===== src/rtl/retire_buffer_pkg.sv =====
// Shared types and sizing for the tag-indexed retire buffer.
package retire_buffer_pkg;

    localparam int unsigned WIDTH = 32;
    localparam int unsigned TAG_W = 4;
    localparam int unsigned N_XU  = 4;
    localparam int unsigned DEPTH = 2 ** TAG_W;
    localparam int unsigned REG_W = 5;
    localparam int unsigned CNT_W = TAG_W + 1;

    typedef struct packed {
        logic             valid;
        logic             done;
        logic [REG_W-1:0] regD;
        logic [WIDTH-1:0] data;
    } rob_entry_t;

endpackage


===== src/rtl/retire_buffer_if.sv =====
// Issue, result and writeback signals between RLL/execution units and the retire buffer.
interface retire_buffer_if;
    import retire_buffer_pkg::*;

    logic                    issue_valid;
    logic [TAG_W-1:0]        issue_tag;
    logic [REG_W-1:0]        issue_regD;
    logic                    issue_ready;
    logic [N_XU-1:0]         res_valid;
    logic [N_XU*TAG_W-1:0]   res_tag;
    logic [N_XU*WIDTH-1:0]   res_data;
    logic                    wb_we;
    logic [REG_W-1:0]        wb_reg;
    logic [WIDTH-1:0]        wb_data;
    logic [TAG_W-1:0]        wb_tag;
    logic                    err;

    modport master (
        output issue_valid, issue_tag, issue_regD, res_valid, res_tag, res_data,
        input  issue_ready, wb_we, wb_reg, wb_data, wb_tag, err
    );

    modport slave (
        input  issue_valid, issue_tag, issue_regD, res_valid, res_tag, res_data,
        output issue_ready, wb_we, wb_reg, wb_data, wb_tag, err
    );

endinterface


===== src/rtl/retire_buffer_arb.sv =====
// Fixed-priority resolver for result ports that name the same tag in one cycle.
module retire_arb
    import retire_buffer_pkg::*;
(
    input  logic [N_XU-1:0]       valid,
    input  logic [N_XU*TAG_W-1:0] tag,
    output logic [N_XU-1:0]       grant_c,
    output logic                  collision_c
);

    // A port loses whenever any lower-indexed valid port carries the same tag.
    always_comb begin
        grant_c     = '0;
        collision_c = 1'b0;
        for (int unsigned k = 0; k < N_XU; k++) begin
            grant_c[k] = valid[k];
            for (int unsigned j = 0; j < k; j++) begin
                if (valid[j] && (tag[j*TAG_W +: TAG_W] == tag[k*TAG_W +: TAG_W])) begin
                    grant_c[k] = 1'b0;
                end
            end
            if (valid[k] && !grant_c[k]) begin
                collision_c = 1'b1;
            end
        end
    end

endmodule


===== src/rtl/retire_buffer.sv =====
// Reorder/retire buffer: records issued destinations by tag, collects out-of-order
// results and retires in tag order onto the RLL regbank write port.
module retire_buffer
    import retire_buffer_pkg::*;
(
    input  logic            clk,
    input  logic            reset,
    input  logic            flush,
    retire_buffer_if.slave  bus
);

    rob_entry_t       entries     [DEPTH];
    rob_entry_t       entries_nxt [DEPTH];
    rob_entry_t       head_entry;
    logic [TAG_W-1:0] head;
    logic [TAG_W-1:0] tail;
    logic [CNT_W-1:0] count;
    logic [TAG_W-1:0] res_tag_k;
    logic [N_XU-1:0]  grant_c;
    logic             collision_c;
    logic             do_issue;
    logic             do_retire;
    logic             err_c;

    retire_arb u_arb (
        .valid       (bus.res_valid),
        .tag         (bus.res_tag),
        .grant_c     (grant_c),
        .collision_c (collision_c)
    );

    assign bus.issue_ready = (count != CNT_W'(DEPTH));

    // Next entry contents plus this cycle's protocol violations.
    always_comb begin
        entries_nxt = entries;
        err_c       = 1'b0;
        res_tag_k   = '0;
        head_entry  = entries[head];
        do_retire   = head_entry.valid && head_entry.done;
        do_issue    = bus.issue_valid && bus.issue_ready;

        if (bus.issue_valid && !bus.issue_ready) err_c = 1'b1;
        if (do_issue && (bus.issue_tag != tail)) err_c = 1'b1;
        if (collision_c)                         err_c = 1'b1;

        for (int unsigned k = 0; k < N_XU; k++) begin
            if (grant_c[k]) begin
                res_tag_k = bus.res_tag[k*TAG_W +: TAG_W];
                if (entries[res_tag_k].valid && !entries[res_tag_k].done) begin
                    entries_nxt[res_tag_k].done = 1'b1;
                    entries_nxt[res_tag_k].data = bus.res_data[k*WIDTH +: WIDTH];
                end else begin
                    err_c = 1'b1;
                end
            end
        end

        if (do_retire) entries_nxt[head].valid = 1'b0;

        // Tail slot is never the retiring head: a free tail means the head is empty or elsewhere.
        if (do_issue) begin
            entries_nxt[tail].valid = 1'b1;
            entries_nxt[tail].done  = 1'b0;
            entries_nxt[tail].regD  = bus.issue_regD;
            entries_nxt[tail].data  = '0;
        end
    end

    always_ff @(posedge clk or negedge reset) begin
        if (!reset) begin
            for (int unsigned i = 0; i < DEPTH; i++) entries[i] <= '0;
            head        <= '0;
            tail        <= '0;
            count       <= '0;
            bus.wb_we   <= 1'b0;
            bus.wb_reg  <= '0;
            bus.wb_data <= '0;
            bus.wb_tag  <= '0;
            bus.err     <= 1'b0;
        end else if (flush) begin
            for (int unsigned i = 0; i < DEPTH; i++) entries[i] <= '0;
            tail      <= head;
            count     <= '0;
            bus.wb_we <= 1'b0;
        end else begin
            entries <= entries_nxt;
            count   <= count + CNT_W'(do_issue) - CNT_W'(do_retire);
            bus.err <= bus.err | err_c;
            if (do_issue) tail <= tail + TAG_W'(1);
            if (do_retire) begin
                head        <= head + TAG_W'(1);
                bus.wb_we   <= (head_entry.regD != '0);
                bus.wb_reg  <= head_entry.regD;
                bus.wb_data <= head_entry.data;
                bus.wb_tag  <= head;
            end else begin
                bus.wb_we <= 1'b0;
            end
        end
    end

endmodule

===== src/flat_wrapper.sv =====
// flat-port wrapper written by rule: the top's interface ports become plain ports
module retire_buffer_flat import retire_buffer_pkg::*;
  (clk, reset, flush, bus_issue_valid, bus_issue_tag, bus_issue_regD, bus_res_valid, bus_res_tag, bus_res_data, bus_issue_ready, bus_wb_we, bus_wb_reg, bus_wb_data, bus_wb_tag, bus_err);
  retire_buffer_if bus_i ();
  input  logic clk;
  input  logic reset;
  input  logic flush;
  input wire logic [$bits(bus_i.issue_valid)-1:0] bus_issue_valid;
  input wire logic [$bits(bus_i.issue_tag)-1:0] bus_issue_tag;
  input wire logic [$bits(bus_i.issue_regD)-1:0] bus_issue_regD;
  input wire logic [$bits(bus_i.res_valid)-1:0] bus_res_valid;
  input wire logic [$bits(bus_i.res_tag)-1:0] bus_res_tag;
  input wire logic [$bits(bus_i.res_data)-1:0] bus_res_data;
  output wire logic [$bits(bus_i.issue_ready)-1:0] bus_issue_ready;
  output wire logic [$bits(bus_i.wb_we)-1:0] bus_wb_we;
  output wire logic [$bits(bus_i.wb_reg)-1:0] bus_wb_reg;
  output wire logic [$bits(bus_i.wb_data)-1:0] bus_wb_data;
  output wire logic [$bits(bus_i.wb_tag)-1:0] bus_wb_tag;
  output wire logic [$bits(bus_i.err)-1:0] bus_err;
  assign bus_i.issue_valid = bus_issue_valid;
  assign bus_i.issue_tag = bus_issue_tag;
  assign bus_i.issue_regD = bus_issue_regD;
  assign bus_i.res_valid = bus_res_valid;
  assign bus_i.res_tag = bus_res_tag;
  assign bus_i.res_data = bus_res_data;
  assign bus_issue_ready = bus_i.issue_ready;
  assign bus_wb_we = bus_i.wb_we;
  assign bus_wb_reg = bus_i.wb_reg;
  assign bus_wb_data = bus_i.wb_data;
  assign bus_wb_tag = bus_i.wb_tag;
  assign bus_err = bus_i.err;
  retire_buffer u_core (.clk(clk), .reset(reset), .flush(flush), .bus(bus_i));
endmodule

===== config.mk =====
export PLATFORM = sky130hd
export DESIGN_NAME = retire_buffer_flat
export DESIGN_NICKNAME = d
export VERILOG_FILES = /design/src/rtl/retire_buffer_pkg.sv /design/src/rtl/retire_buffer_if.sv /design/src/rtl/retire_buffer_arb.sv /design/src/rtl/retire_buffer.sv /design/src/flat_wrapper.sv
export SDC_FILE = /design/constraint.sdc
export NUM_CORES = 2
export LEC_CHECK = 0
export ABC_AREA = 0
export CAP_MARGIN = 20
export CELL_PAD_IN_SITES_DETAIL_PLACEMENT = 1
export CELL_PAD_IN_SITES_GLOBAL_PLACEMENT = 1
export CORE_MARGIN = 5
export CORE_UTILIZATION = 50
export CTS_BUF_LIST = sky130_fd_sc_hd__clkbuf_4
export CTS_CLUSTER_DIAMETER = 60
export DETAILED_ROUTE_END_ITERATION = 10
export HOLD_SLACK_MARGIN = 0.08
export PLACE_DENSITY_LB_ADDON = 0.1
export SYNTH_ARGS = -nofsm -noshare
export SYNTH_HDL_FRONTEND = slang
export SYNTH_SLANG_ARGS = --single-unit

===== constraint.sdc =====
create_clock -name clk -period 4.3 [get_ports clk]
set_input_delay 0.86 -clock clk [delete_from_list [all_inputs] [get_ports clk]]
set_output_delay 0.86 -clock clk [all_outputs]
set_load 0.005 [all_outputs]

== Yosys cells after proc, flatten, opt, wreduce, memory -nomap -nowiden ==
Index checks and enable logic that the tools add are counted.
Word-level totals
  output and inout port bits: 44
  bits of input ports: 161
  flip-flop bits (word level): 680
  word-level logic and storage cells: 228
Operators by class
  $add $sub $neg: 4
  order comparisons: 12
  muxes and demuxes: 90
  bitwise gates (word level): 8
  reductions and logical operators: 34
  equal/unequal tests: 8
Operator list (number)
  $bwmux W624: 13
  $mux W624: 11
  $demux W39 S4: 13
  $bmux W39 S4: 5
  $mux W39: 12
  $mux W38: 5
  $mux W32: 5
  $mux W37: 1
  $ge A5 B5 Y1 const B: 6
  $lt A5 B1 Y1 const B: 6
  $not A4 Y5: 6
  $eq A4 B4 Y1: 6
  $logic_and A1 B1 Y1: 23
  $mux W1: 22
  $add A4 B1 Y4 const B: 2
  $logic_not A1 Y1: 8
  $mux W4: 2
  $add A5 B1 Y5: 1
  $mux W5: 1
  $ne A5 B5 Y1 const B: 1
  $reduce_bool A5 Y1: 1
  $sub A5 B1 Y5: 1
  $ne A4 B4 Y1: 1
  $reduce_and A2 Y1: 1
  3 further kinds: 3

== Logic depth before layout (Yosys ltp) ==
  word-level depth: 29
  mapped depth: 15
  gate-level depth less buffers: 13

== By module ==
From an unflattened synthesis, not the netlist that was laid out.
Unflattened totals
  cells, all modules: 5392
  area total of the unflattened synthesis: 48938.2 µm²
Modules (own cells, without submodules)
  retire_buffer: instances 1, cells an instance 5346, area each 48605.4 µm²
  retire_arb: instances 1, cells an instance 46, area each 332.8 µm²

== Worst setup path after synthesis ==
Ideal clock, no wire load.
  path kind: input to register
  start: input bus_res_tag[13]
  end: register u_core.entries[353] in the netlist's numbering
  data arrival time: 3.548 ns
  slack: 0.626 ns
  stages: 9
  data required time: 4.174 ns
  cell sequence: buf_2 -> mux4_2 -> mux4_2 -> or4b_1 -> buf_2 -> o221ai_2 -> buf_4 -> a211oi_1 -> a221o_1
Between the ends
  longest elaborated chain between the ends: 16
RTL lines
  start: declaration: line flat_wrapper.sv:12  | input wire logic [$bits(bus_i.res_tag)-1:0] bus_res_tag;
  $not A4 Y5 (implied by the code): line retire_buffer.sv:50, retire_buffer.sv:51, retire_buffer.sv:52
  $ge A5 B5 Y1 (implied by the code) (tied with other cells): line retire_buffer.sv:52  | entries_nxt[res_tag_k].data = bus.res_data[k*WIDTH +: WIDTH];
  $logic_and A1 B1 Y1 (implied by the code) or $mux W39 (tied branches): line retire_buffer.sv:52, retire_buffer.sv:50
  $mux W32 (implied by the code) or $mux W39 (tied branches): line retire_buffer.sv:52, retire_buffer.sv:50
  $demux W39 S4 or $logic_not A1 Y1 (tied branches): line retire_buffer.sv:52, retire_buffer.sv:50
  $bwmux W624 or $logic_and A1 B1 Y1 (tied branches): line retire_buffer.sv:52, retire_buffer.sv:50
  $mux W624: line retire_buffer.sv:50  | if (entries[res_tag_k].valid && !entries[res_tag_k].done) begin
  $mux W624 *: line retire_buffer.sv:48  | if (grant_c[k]) begin
  $bwmux W624: line retire_buffer.sv:59  | if (do_retire) entries_nxt[head].valid = 1'b0;
  $mux W624 *: line retire_buffer.sv:59
  $bwmux W624: line retire_buffer.sv:63  | entries_nxt[tail].valid = 1'b1;
  $bwmux W624: line retire_buffer.sv:64  | entries_nxt[tail].done = 1'b0;
  $bwmux W624: line retire_buffer.sv:65  | entries_nxt[tail].regD = bus.issue_regD;
  $bwmux W624: line retire_buffer.sv:66  | entries_nxt[tail].data = '0;
  $mux W624 *: line retire_buffer.sv:62  | if (do_issue) begin
  $mux W624 *: line retire_buffer.sv:81  | end else if (flush) begin
  end signal: assignment: line retire_buffer.sv:87  | entries <= entries_nxt;
  end: declaration: line retire_buffer.sv:12  | rob_entry_t entries [DEPTH];
Mark *: on every way between the ends. The rest lies on a longest branch, timed or not. The select of a mux whose other input is x is not followed.
A chain may end at the register's enable or synchronous reset.

== Final worst setup path ==
  start: register u_core.count[2]
  end: register u_core.entries[403] in the netlist's numbering
Between the ends
  longest elaborated chain between the ends: 4
RTL lines
  start: declaration: line retire_buffer.sv:17  | logic [CNT_W-1:0] count;
  start signal: assignment: line retire_buffer.sv:88  | count <= count + CNT_W'(do_issue) - CNT_W'(do_retire);
  $ne A5 B5 Y1: line retire_buffer.sv:32  | assign bus.issue_ready = (count != CNT_W'(DEPTH));
  $logic_and A1 B1 Y1: line retire_buffer.sv:41  | do_issue = bus.issue_valid && bus.issue_ready;
  $mux W624: line retire_buffer.sv:62
  $mux W624: line retire_buffer.sv:81
No other way between the ends.

==> flow_summary.ini <==
[yosys]
synthArstFlopShare_pct = 100
ys_ff_latch = 680
yosysTopAreaCell = dfrtp_1
yosys-top-cells-area = dfrtp_1 36%, mux2i_1 12%, mux4_2 10%
synth_flop_cell = dfrtp_1
avgSynthCellArea_sq_um = 9.80
synth.top_cell.area_share_pct = 35.9
netlist_instances = 4840
synth_seq_area_share_pct = 35.9
synth_cell_types = 80
syn_nets = 5016
synth_area_sq_um = 47400
yosys_warnings = 0
synth_edf_count = 0

[timing]
max_slew_margin_pct = 25.7
hold_viol = 0
skew_ns = 0.0587
rsz0062_at_grt = no
slew_violations = 0
worst_pin_slew_ns = 1.11
fin_crit_sh_pct = 86.8
period_minus_slack_ns = 3.73
finalSetupViolCount = 0
max_freq_mhz = 268
holdWs_ns = 0.232
setup_tns_ns = 0

[clock_tree]
clkLatencyLatePin_ns = 1.24
cts_tree = yes
cts.path.max_buffers = 3
root_buffer = clkbuf_4
postCtsSetupBuffers = 0
cts.clk_slew.worst_paths_ns = 0.06
cts_num_sinks = 680
htreeDepth = 4
numCtsBuffers = 198

[grt]
grt_max_degree = 104
antenna_found_initial = 25
grt_pass1_vias = 49500
overflow = 0
grt_pass1_wl_um = 341000
grt_usage_pct = 44.8

[power]
combPwrFrac_pct = 18.3
irDropWorstVdd_uv = 278
p_switching_w = 0.00516
total_power_w = 0.0157
seqPwrFrac_pct = 42.5
intPower_w = 0.0105
leakage_nw = 23.5
cellPowerDensity_nw_per_um2 = 287
swShare_pct = 32.9
clkPwrFrac_pct = 39.2

[layout]
multi_input_area_sq_um = 27900
largest_register = u_core.entries
layout-drive-gt1-share_pct = 21.8
synthToLayoutAreaGrowth_pct = 14.9
layout.nets = 4986
largest_register_ffs = 624
regArea_sq_um = 17000
nFillCells = 10200
reg_top3 = u_core.entries: 624 flops, u_core.bus.wb_data: 32 flops

[floorplanning]
initial_core_util_pct = 50.1
die_area_sq_um = 101000
core_sq_um = 94600
fp.dieH_um = 318
top_level_ports = 205
die_w_um = 318
core.rowCount = 113

[detailed_routing]
drt_wl_total_um = 235000
drc = 0
ant_nets = 0
routed_via_density = 7.75
drtIter0Drc = 6866
first_pass_iters = 7
num_vias = 48100
wire_per_inst_um = 37.8

[worst_setup_path]
critical_path_required_ns = 5.44
start_kind = flip-flop
cp.arrival_ns = 4.87
worstPathMaxFanout = 32
crit_type = reg2reg
endpoint_kind = flip-flop

[place]
numPortBuffers = 204
dp_hpwl_um = 143000
place_congestion = 0.966

[min_path]
worstHoldPathType = in2reg

[flow_run]
maxCapViolations = 0

[status]
status = complete, no violations
==> per-stage QoR <==
stage | std cells | util, % | instance area, sq um | setup WS, ns
global placement | 5874 | 55.1 | 52100 | 0.0229
global route | 6203 | 57.6 | 54500 | 0.568
floorplan | 4840 | - | 47400 | 0.626
finish | 6210 | 57.6 | 54500 | 0.566
detailed placement | 5874 | 55.1 | 52100 | -0.0868
CTS | 6190 | 57.5 | 54400 | 0.668
==> layer usage <==
layer  vias up  track usage, %  routed length (um)
li1      18600               -                   -
met1     24200            56.6               84900
met2      4198            65.3               98400
met3      1155            15.2               32400
met4        14            29.8               18900
met5         -               0                  88
==> power by group through the flow <==
stage	clock network (W)	logic, W	registers, W
6_report	0.00614	0.00286	0.00665
5_1_grt	0.00651	0.00296	0.00666
4_1_cts	0.00616	0.00278	0.00664
3_5_place_dp	0	0.00277	0.00676
3_3_place_gp	0	0.00272	0.00675
2_1_floorplan	0	0.00154	0.00670
==> cells in the final DEF, fill, tap and decap left out, types with 141 or more instances in the layout <==
| master | count |
|---|---|
| nor2_1 | 164 |
| mux2i_1 | 565 |
| nand2_1 | 312 |
| buf_4 | 170 |
| clkbuf_4 | 278 |
| o21ai_0 | 324 |
| clkdlybuf4s50_1 | 201 |
| mux2_2 | 193 |
| dfrtp_1 | 677 |
| a211oi_1 | 141 |
| mux4_2 | 214 |
| o21ai_1 | 162 |
| nor3_1 | 181 |
| a31oi_1 | 241 |
==> synth_stat cells (96+ instances only) <==
cell and number:
o211ai_1 133, a31oi_1 247, clkbuf_1 543, buf_1 98
nor2_1 168, o21ai_1 162, dfrtp_1 680, a211oi_1 142
o221ai_1 96, a221o_1 111, mux2i_1 565, nand2_1 317
o21ai_0 324, a22oi_1 115, mux2_2 193, mux4_2 214
nor3_1 186
==> final timing paths <==
kind | slack [ns] | start | end | cells after the start
setup / recovery | 0.57 | u_core.count[2]$_DFF_PN0_ | u_core.entries[403]$_DFF_PN0_ | 7
hold / removal | 0.23 | flush | u_core.entries[578]$_DFFE_PN0P_ | 2
setup reg to reg | 0.57 | u_core.count[2]$_DFF_PN0_ | u_core.entries[403]$_DFF_PN0_ | 7
hold reg to reg | 0.51 | u_core.bus.wb_reg[1]$_DFFE_PN0P_ | u_core.bus.wb_reg[1]$_DFFE_PN0P_ | 1
max in group asynchronous | 2.93 | reset | u_core.bus.wb_data[17]$_DFFE_PN0P_ | 3
min in group asynchronous | 0.29 | reset | u_core.entries[462]$_DFFE_PN0P_ | 2
==> cells by family after synthesis <==
family | Yosys count | share of synthesized area, %
buffers and inverters | 772 | 6.43
xor gates and xnor gates | 34 | 0.628
and+or+nand+nor | 841 | 8.32
AOI/OAI and AO/OA | 1526 | 21.7
adders and majority gates | 15 | 0.412
muxes | 972 | 26.7
DFF | 680 | 35.9
==> what timing repair did <==
item	CTS	global route
hold buffers	1	0
hold endpoints to repair	57	0
gates resized for setup	0	0
==> area by class of cell <==
cell class	instances	share of cell area (%)
clock buffers	278	3.83
diodes	20	0.0919
flip-flops and latches	680	31.3
well taps	1265	2.91
clock inverters	37	0.365
multi-input cells	3388	51.1
repair buffers	479	9.98
inverters	63	0.439
==> critical path, stage by stage, from the launching register on <==
cell       delay [ns]
dfrtp_1          0.38
inv_1            0.09
ha_1             0.15
nand4bb_1        0.25
and2_1           0.57
a31oi_1          0.92
and2_2           1.00
a221o_1          0.29
(Power assumes the default switching activity.)
